$ cat config.mk
export PLATFORM = sky130hd
export DESIGN_NAME = shift_sched
export DESIGN_NICKNAME = d
export VERILOG_FILES = /design/src/rtl/shift_sched_pkg.sv /design/src/rtl/shift_sched_rr_arbiter.sv /design/src/rtl/shift_sched.sv
export SDC_FILE = /design/constraint.sdc
export NUM_CORES = 1
export LEC_CHECK = 0
export ABC_CLOCK_PERIOD_IN_PS = 5300
export CORE_MARGIN = 10
export CORE_UTILIZATION = 42
export DETAILED_ROUTE_END_ITERATION = 8
export GPL_ROUTABILITY_DRIVEN = 0
export GPL_TIMING_DRIVEN = 0
export HOLD_SLACK_MARGIN = 0.03
export PLACE_DENSITY = 0.85
export SETUP_SLACK_MARGIN = 0.15
export SKIP_CTS_REPAIR_TIMING = 1
export SYNTH_ARGS = -nofsm -noshare
export SYNTH_HDL_FRONTEND = slang
export SYNTH_SLANG_ARGS = --single-unit
$ cat constraint.sdc
create_clock -name Clock -period 5.3 [get_ports Clock]
set_input_delay 1.06 -clock Clock [delete_from_list [all_inputs] [get_ports Clock]]
set_output_delay 1.06 -clock Clock [all_outputs]
set_load 0.005 [all_outputs]
$ cat src/rtl/shift_sched_pkg.sv
// Shared types and constants for the shift_sched round-robin shifter scheduler.
// Optional rotate support is compiled in with SHIFT_SCHED_ROTATE_EN.
package shift_sched_pkg;

  localparam int unsigned DATA_W = 8;
  localparam int unsigned AMT_W  = 3;

  localparam logic DIR_LEFT  = 1'b0;
  localparam logic DIR_RIGHT = 1'b1;

`ifdef SHIFT_SCHED_ROTATE_EN
  typedef enum logic [2:0] {
    IDLE     = 3'd0,
    ISSUE    = 3'd1,
    CAPTURE  = 3'd2,
    RESP     = 3'd3,
    ISSUE2   = 3'd4,
    CAPTURE2 = 3'd5
  } state_e;
`else
  typedef enum logic [2:0] {
    IDLE    = 3'd0,
    ISSUE   = 3'd1,
    CAPTURE = 3'd2,
    RESP    = 3'd3
  } state_e;
`endif

  // Complementary amount for the second rotate pass: DATA_W - amt (amt is nonzero).
  function automatic logic [AMT_W-1:0] comp_amt(input logic [AMT_W-1:0] amt);
    logic [AMT_W:0] full;
    full = (AMT_W+1)'(DATA_W);
    return AMT_W'(full - {1'b0, amt});
  endfunction

endpackage

$ cat src/rtl/shift_sched_rr_arbiter.sv
// Combinational round-robin arbiter: first set request at or above ptr, wrapping.
module rr_arbiter #(
  parameter int unsigned N  = 4,
  parameter int unsigned IW = 2
) (
  input  logic [N-1:0]  req,
  input  logic [IW-1:0] ptr,
  output logic [N-1:0]  grant,
  output logic [IW-1:0] grant_idx,
  output logic          any_req
);

  always_comb begin
    logic          found;
    logic [IW-1:0] j;
    grant     = '0;
    grant_idx = '0;
    any_req   = |req;
    found     = 1'b0;
    j         = '0;
    for (int unsigned k = 0; k < N; k++) begin
      j = IW'((32'(ptr) + k) % N);
      if (!found && req[j]) begin
        found     = 1'b1;
        grant[j]  = 1'b1;
        grant_idx = j;
      end
    end
  end

endmodule

$ cat src/rtl/shift_sched.sv
// Round-robin scheduler sharing one registered 8-bit shifter among NUM_REQ requesters.
// Define SHIFT_SCHED_ROTATE_EN to add two-pass rotate requests (req_rot).
module shift_sched
  import shift_sched_pkg::*;
#(
  parameter int unsigned NUM_REQ = 4,
  parameter int unsigned ID_W    = 2
) (
  input  logic                      Clock,
  input  logic                      Reset_n,
  input  logic [NUM_REQ-1:0]        req_valid,
  output logic [NUM_REQ-1:0]        req_ready,
  input  logic [DATA_W*NUM_REQ-1:0] req_data,
  input  logic [AMT_W*NUM_REQ-1:0]  req_amt,
  input  logic [NUM_REQ-1:0]        req_dir,
  input  logic [NUM_REQ-1:0]        req_rot,
  output logic                      resp_valid,
  input  logic                      resp_ready,
  output logic [ID_W-1:0]           resp_id,
  output logic [DATA_W-1:0]         resp_data,
  output logic                      busy,
  output logic [DATA_W-1:0]         sh_data_in,
  output logic [AMT_W-1:0]          sh_shift_amt,
  output logic                      sh_dir,
  input  logic [DATA_W-1:0]         sh_data_out
);

  state_e state, state_nxt;

  logic [ID_W-1:0]    ptr;
  logic [NUM_REQ-1:0] gnt;
  logic [ID_W-1:0]    gnt_idx;
  logic               any_req;

  logic [DATA_W-1:0] data_arr [NUM_REQ];
  logic [AMT_W-1:0]  amt_arr  [NUM_REQ];

  for (genvar i = 0; i < NUM_REQ; i++) begin : g_unpack
    assign data_arr[i] = req_data[DATA_W*i +: DATA_W];
    assign amt_arr[i]  = req_amt[AMT_W*i +: AMT_W];
  end

`ifdef SHIFT_SCHED_ROTATE_EN
  logic rot_pend;
`else
  logic unused_rot;
  assign unused_rot = ^req_rot;
`endif

  rr_arbiter #(.N(NUM_REQ), .IW(ID_W)) u_arb (
    .req       (req_valid),
    .ptr       (ptr),
    .grant     (gnt),
    .grant_idx (gnt_idx),
    .any_req   (any_req)
  );

  // State register
  always_ff @(posedge Clock or negedge Reset_n) begin
    if (!Reset_n) state <= IDLE;
    else          state <= state_nxt;
  end

  // Next state and the combinational accept strobe
  always_comb begin
    state_nxt = state;
    req_ready = '0;
    case (state)
      IDLE: begin
        if (any_req) begin
          req_ready = gnt;
          state_nxt = ISSUE;
        end
      end
      ISSUE:   state_nxt = CAPTURE;
`ifdef SHIFT_SCHED_ROTATE_EN
      CAPTURE: state_nxt = rot_pend ? ISSUE2 : RESP;
      ISSUE2:   state_nxt = CAPTURE2;
      CAPTURE2: state_nxt = RESP;
`else
      CAPTURE: state_nxt = RESP;
`endif
      RESP:    if (resp_ready) state_nxt = IDLE;
      default: state_nxt = IDLE;
    endcase
  end

  // Operand, pointer and result registers; sh_* hold their value outside ISSUE passes
  always_ff @(posedge Clock or negedge Reset_n) begin
    if (!Reset_n) begin
      ptr          <= '0;
      sh_data_in   <= '0;
      sh_shift_amt <= '0;
      sh_dir       <= 1'b0;
      resp_id      <= '0;
      resp_data    <= '0;
      resp_valid   <= 1'b0;
      busy         <= 1'b0;
`ifdef SHIFT_SCHED_ROTATE_EN
      rot_pend     <= 1'b0;
`endif
    end else begin
      busy <= (state_nxt != IDLE);
      case (state)
        IDLE: begin
          if (any_req) begin
            sh_data_in   <= data_arr[gnt_idx];
            sh_shift_amt <= amt_arr[gnt_idx];
            sh_dir       <= req_dir[gnt_idx];
            resp_id      <= gnt_idx;
            ptr          <= (gnt_idx == ID_W'(NUM_REQ - 1)) ? '0 : gnt_idx + ID_W'(1);
`ifdef SHIFT_SCHED_ROTATE_EN
            rot_pend     <= req_rot[gnt_idx] && (amt_arr[gnt_idx] != '0);
`endif
          end
        end
        CAPTURE: begin
          resp_data <= sh_data_out;
`ifdef SHIFT_SCHED_ROTATE_EN
          // Second pass shifts the opposite way by the complement; OR merges the halves.
          if (rot_pend) begin
            sh_dir       <= ~sh_dir;
            sh_shift_amt <= comp_amt(sh_shift_amt);
          end else begin
            resp_valid <= 1'b1;
          end
`else
          resp_valid <= 1'b1;
`endif
        end
`ifdef SHIFT_SCHED_ROTATE_EN
        CAPTURE2: begin
          resp_data  <= resp_data | sh_data_out;
          resp_valid <= 1'b1;
        end
`endif
        RESP: begin
          if (resp_ready) resp_valid <= 1'b0;
        end
        default: ;
      endcase
    end
  end

endmodule

Word-level counts from Yosys, hierarchy flattened --
Cells that the tools add are included.
Word-level totals: register bits after elaboration 29, latch bits 0, bits in writable memories 0, ROM bits 0, memories kept 0
Cells by class: add/subtract/negate cells 4, $mul 0, divide/modulo/power cells 0, magnitude comparators 10, equality and inequality tests 5, shift operators 0, muxes and demuxes 43, bitwise operators 4, reduce and logical (&&, ||, !) cells 16
Operators with widths (count):
- two-way mux 4 bit | 6
- binary-select mux 8 bit (select 2 bit) | 1
- two-way mux 8 bit | 2
- < comparator 2 x 3 -> 1 bit (second input constant) | 5
- two-way mux 1 bit | 13
- two-way mux 3 bit | 4
- OR 4 bit | 3
- one-hot mux 3 bit (4 select lines) | 1
- binary-select mux 1 bit (select 2 bit) | 5
- two-way mux 2 bit | 5
- demux 1 bit (select 2 bit) | 4
- greater-or-equal comparator 2 x 1 -> 1 bit (second input constant) | 4
- logical AND 1 bit | 7
- binary-select mux 3 bit (select 2 bit) | 1
- equality test 3 x 2 -> 1 bit (second input constant) | 2
- adder 2 x 1 -> 2 bit (second input constant) | 2
- adder 2 bit (second input constant) | 2
- AND reduction 2 bit | 2
- OR reduction 4 bit | 1
- equality test 3 x 1 -> 1 bit (second input constant) | 1
- greater-or-equal comparator 3 bit (second input constant) | 1
- logical NOT 1 bit | 3
- logical NOT 3 bit | 1
- NOT 2 -> 3 bit | 1
- 5 further kinds | 5

Logic depth before layout (Yosys ltp) --
word-level depth 16, mapped depth 10, gate-level depth less buffers 8

Hierarchy --
From an unflattened synthesis, not the netlist that was laid out.
Unflattened totals: cells, all modules 137, area total of the unflattened synthesis 1915.6 µm²
Modules (own cells, without submodules):
- shift_sched | instances 1, cells each 88, area an instance 1503.9 µm², seq. area each 725.7 µm²
- rr_arbiter | instances 1, cells each 49, area an instance 411.6 µm², seq. area each 0.0 µm²

Least setup slack after synthesis --
No wires, ideal clock.
path kind input to output, from in req_valid[1], to out req_ready[0], arrival time 2.171 ns, data required time 4.240 ns, setup slack 2.069 ns, stages 6, buffers on the path 0, cells stage by stage mux4_2 nor2b_2 a22oi_1 nor2_1 a221oi_1 nor2_1
On the way: longest elaborated chain between the ends 14
RTL lines:
- start, declared | line shift_sched.sv:11 | input logic [NUM_REQ-1:0] req_valid,
- binary-select mux 1 bit (select 2 bit) | line shift_sched_rr_arbiter.sv:23 | if (!found && req[j]) begin
- two-way mux 1 bit (implied by the code) | line shift_sched_rr_arbiter.sv:23
- two-way mux 1 bit | line shift_sched_rr_arbiter.sv:23
- logical NOT 1 bit | line shift_sched_rr_arbiter.sv:23
- logical AND 1 bit | line shift_sched_rr_arbiter.sv:23
- two-way mux 1 bit | line shift_sched_rr_arbiter.sv:23
- logical NOT 1 bit | line shift_sched_rr_arbiter.sv:23
- logical AND 1 bit | line shift_sched_rr_arbiter.sv:23
- two-way mux 1 bit | line shift_sched_rr_arbiter.sv:23
- logical NOT 1 bit | line shift_sched_rr_arbiter.sv:23
- logical AND 1 bit | line shift_sched_rr_arbiter.sv:23
- two-way mux 4 bit | line shift_sched_rr_arbiter.sv:23
- two-way mux 4 bit (*) | line shift_sched.sv:70 | if (any_req) begin
- two-way mux 4 bit (*) | line shift_sched.sv:68 | case (state)
- end, declared | line shift_sched.sv:12 | output logic [NUM_REQ-1:0] req_ready,
Every way passes the cells marked *; elsewhere a longest branch is shown, timed or not. The select of a mux whose other input is x is not followed.

Worst setup path after layout --
from in req_valid[2], to out req_ready[2]
Same word-level chain as after synthesis.

==> impl_metrics.yaml <==
drt:
  drt-initial-drc-count: 117
  drc: 0
  post_drt_wl_per_cell_microns: 19.0
  drt_pass1_iterations: 5
  postRouteAntennaNets: 0
  dr_total_vias: 1707
  viasPerCell: 5.60
  wl_microns: 5800
timing:
  finalCritPeriodShare_pct: 84.8
  slew_violations: 0
  rsz0062_at_grt: "false"
  finalSetupViolCount: 0
  worst_pin_slew_ns: 1.11
  hold_violations: 0
  final.min_clock_period_ns: 4.49
  tns_ns: 0
  slew-limit-headroom_pct: 25.3
  fmax_ghz: 0.222
  worst_slack_ns: 0.805
  worst_clock_skew_ns: 0.00679
min_path:
  worstHoldStart: "resp_valid$_DFFE_PN0P_"
  hp-class: "flop to flop"
global_route:
  grt_use_total_pct: 15.6
  grt_pass1_vias: 1877
  grt_antenna_before_repair: 0
  grt_max_degree: 30
  grt-ovfl-total: 0
  grt_first_pass_wirelength_microns: 9230
setup_path:
  crit_cells: 8
  rr_startpoint: "ptr[0]$_DFFE_PN0P_"
  cp_cell_sequence: "clkdlybuf4s50_1 -> mux4_2 -> nor2b_2 -> a22oi_1 -> nor2_1 -> a221oi_1 -> nor2_1 -> clkdlybuf4s50_1"
  cp.required_ns: 4.24
  r2r_end: "sh_shift_amt[2]$_DFFE_PN0P_"
  critical_path.max_fanout: 8
  arrival_ns: 3.43
  critPathMaxStageDelay_ns: 0.63
  crit_type: "input pin to output pin"
  path_buf_inv: 2
  crit_family: "buffers and inverters"
  cp-start-kind: "input pin"
  crit_start: "req_valid[2]"
  reg2reg_slack_ns: 2.17
  crit_end: "req_ready[2]"
  cp-end-kind: "output pin"
  slowest_stage: "mux4_2"
  reg2reg_depth: 10
pwr:
  p_int_mw: 0.846
  ir_worst_vdd_v: 0.000247
  power_leakage_nw: 1.17
  switching_share_pct: 38.2
  p_seq_share_pct: 27.1
  power.density_mw_per_mm2: 483
  switching_power_mw: 0.523
  combPwrFrac_pct: 60.1
  p_clk_share_pct: 12.7
clock_tree:
  h-tree-depth: 2
  cts-root-buf: "clkbuf_8"
  clock-sinks: 29
  clk_path_buf_depth: 2
  worstSkewPairLatency_ns: 0.29
  cts_inserted_buffers: 5
  clk_pin_slew_ns: 0.06
  cts_tree: "built"
run:
  drv_cap: 0
final_layout:
  layout_common_cells: "clkdlybuf4s50_1 (89), dfrtp_1 (29), o21ai_1 (14)"
  layout.cells.most_common: "clkdlybuf4s50_1"
  area_delta_synth_final_pct: 58.1
  fin_util_pct: 69.8
  fin_area_sq_mm: 0.00283
  finalNetCount: 328
  fill_cells: 316
  antennaDiodeCount: 0
  drive_gt1_share_pct: 14.5
synthesis:
  syn_inst: 157
  syn_area_sq_mm: 0.00179
  ys_seq_elements: 29
  ys.flop_type: "dfrtp_1"
  synth_edf_count: 0
  yosysSeqAreaShare_pct: 40.5
  synth_cell_type_count: 44
  synth_warnings: 0
  synth.avg_cell_area_sq_um: 11.4
  async_reset_ff_share_pct: 100
  syn-num-nets: 231
floorplan:
  io_pins: 95
  die_x_microns: 85.3
  dieArea_sq_mm: 0.00728
  num_rows: 23
  initial_core_util_pct: 44.2
  chipHeight_microns: 85.3
  core-area_sq_mm: 0.00406
placed_design:
  place_area_sq_mm: 0.00276
  io_buffers: 90
  detailedPlace.worstSlack_ns: 0.827
  hpwl_microns: 4580
run_status:
  status: "finished clean"
per-layer routing:
metal,global-route usage (%),share of wire [%],vias to the layer above
met5,0,0,-
met4,4.64,1.0,0
met3,10.7,14,8
met2,26.4,49,71
met1,15.0,36,820
li1,-,-,808
synthesized netlist by cell type, types with 2 or more instances:
cell / n / share of area (%)
a222oi_1: 12 / 6.7
buf_2: 5 / 1.4
o21a_1: 2 / 0.84
nor2_1: 12 / 2.5
nand2_1: 4 / 0.84
mux4_2: 2 / 2.5
a221oi_1: 4 / 2.0
a21o_1: 2 / 0.84
and2_1: 2 / 0.70
inv_1: 3 / 0.63
mux2_2: 10 / 6.3
mux4_1: 2 / 2.9
mux2i_1: 13 / 7.3
a22oi_1: 4 / 1.7
buf_4: 2 / 0.84
dfrtp_1: 29 / 40
nand2b_1: 2 / 0.70
o21ai_1: 14 / 3.9
nor2b_1: 2 / 0.70
ha_1: 7 / 4.9
power by group through the flow:
stage	Sequential, mW	Combinational (mW)	Clock [mW]
after global routing	0.386	0.898	0.190
after global placement	0.369	0.808	0
after detailed placement	0.375	0.826	0
after CTS	0.372	0.830	0.178
final	0.372	0.823	0.174
after floorplan	0.371	0.495	0
through the flow:
step                hold slack, ns  total power, mW  std cells
floorplan                    0.455            0.866        157
global placement             0.458             1.18        297
detailed placement           0.474             1.20        297
CTS                          0.492             1.38        305
global route                 0.532             1.47        305
finish                       0.484             1.37        305
registers in the layout, indices dropped and copies added, names as in the netlist:
name and cells:
resp_data 8, resp_id 2, resp_valid 1, sh_data_in 8, sh_shift_amt 3, ptr 2, state 3, sh_dir 1
busy 1
area by class of cell:
cell class	count	area, sq um	share of cell area (%)
buffer	9	55.1	1.94
clock buffer	6	72.6	2.56
clock inverter	2	10.0	0.353
inverter	3	11.3	0.397
multi-input combinational	116	1000	35.3
sequential	29	726	25.6
tap	50	62.6	2.21
timing repair buffer	90	896	31.6
worst min path at each step:
stage,cells after the start,endpoint
detailed placement,1,resp_valid$_DFFE_PN0P_
global placement,2,resp_id[1]$_DFFE_PN0P_
global route,2,resp_id[1]$_DFFE_PN0P_
CTS,1,resp_valid$_DFFE_PN0P_
finish,1,resp_valid$_DFFE_PN0P_
floorplan,1,state[0]$_DFF_PN0_
cell families after synthesis:
| group | count (synthesis) | share of synthesized area [%] |
|---|---|---|
| other cells | 1 | 0.209 |
| fa+ha+maj | 7 | 4.88 |
| simple gates | 32 | 9.63 |
| mux | 27 | 19.0 |
| compound gates | 48 | 21.6 |
| flops | 29 | 40.5 |
| buf+inv | 12 | 3.70 |
| xor+xnor | 1 | 0.489 |
Note: power is estimated with default switching activity, not from simulation.
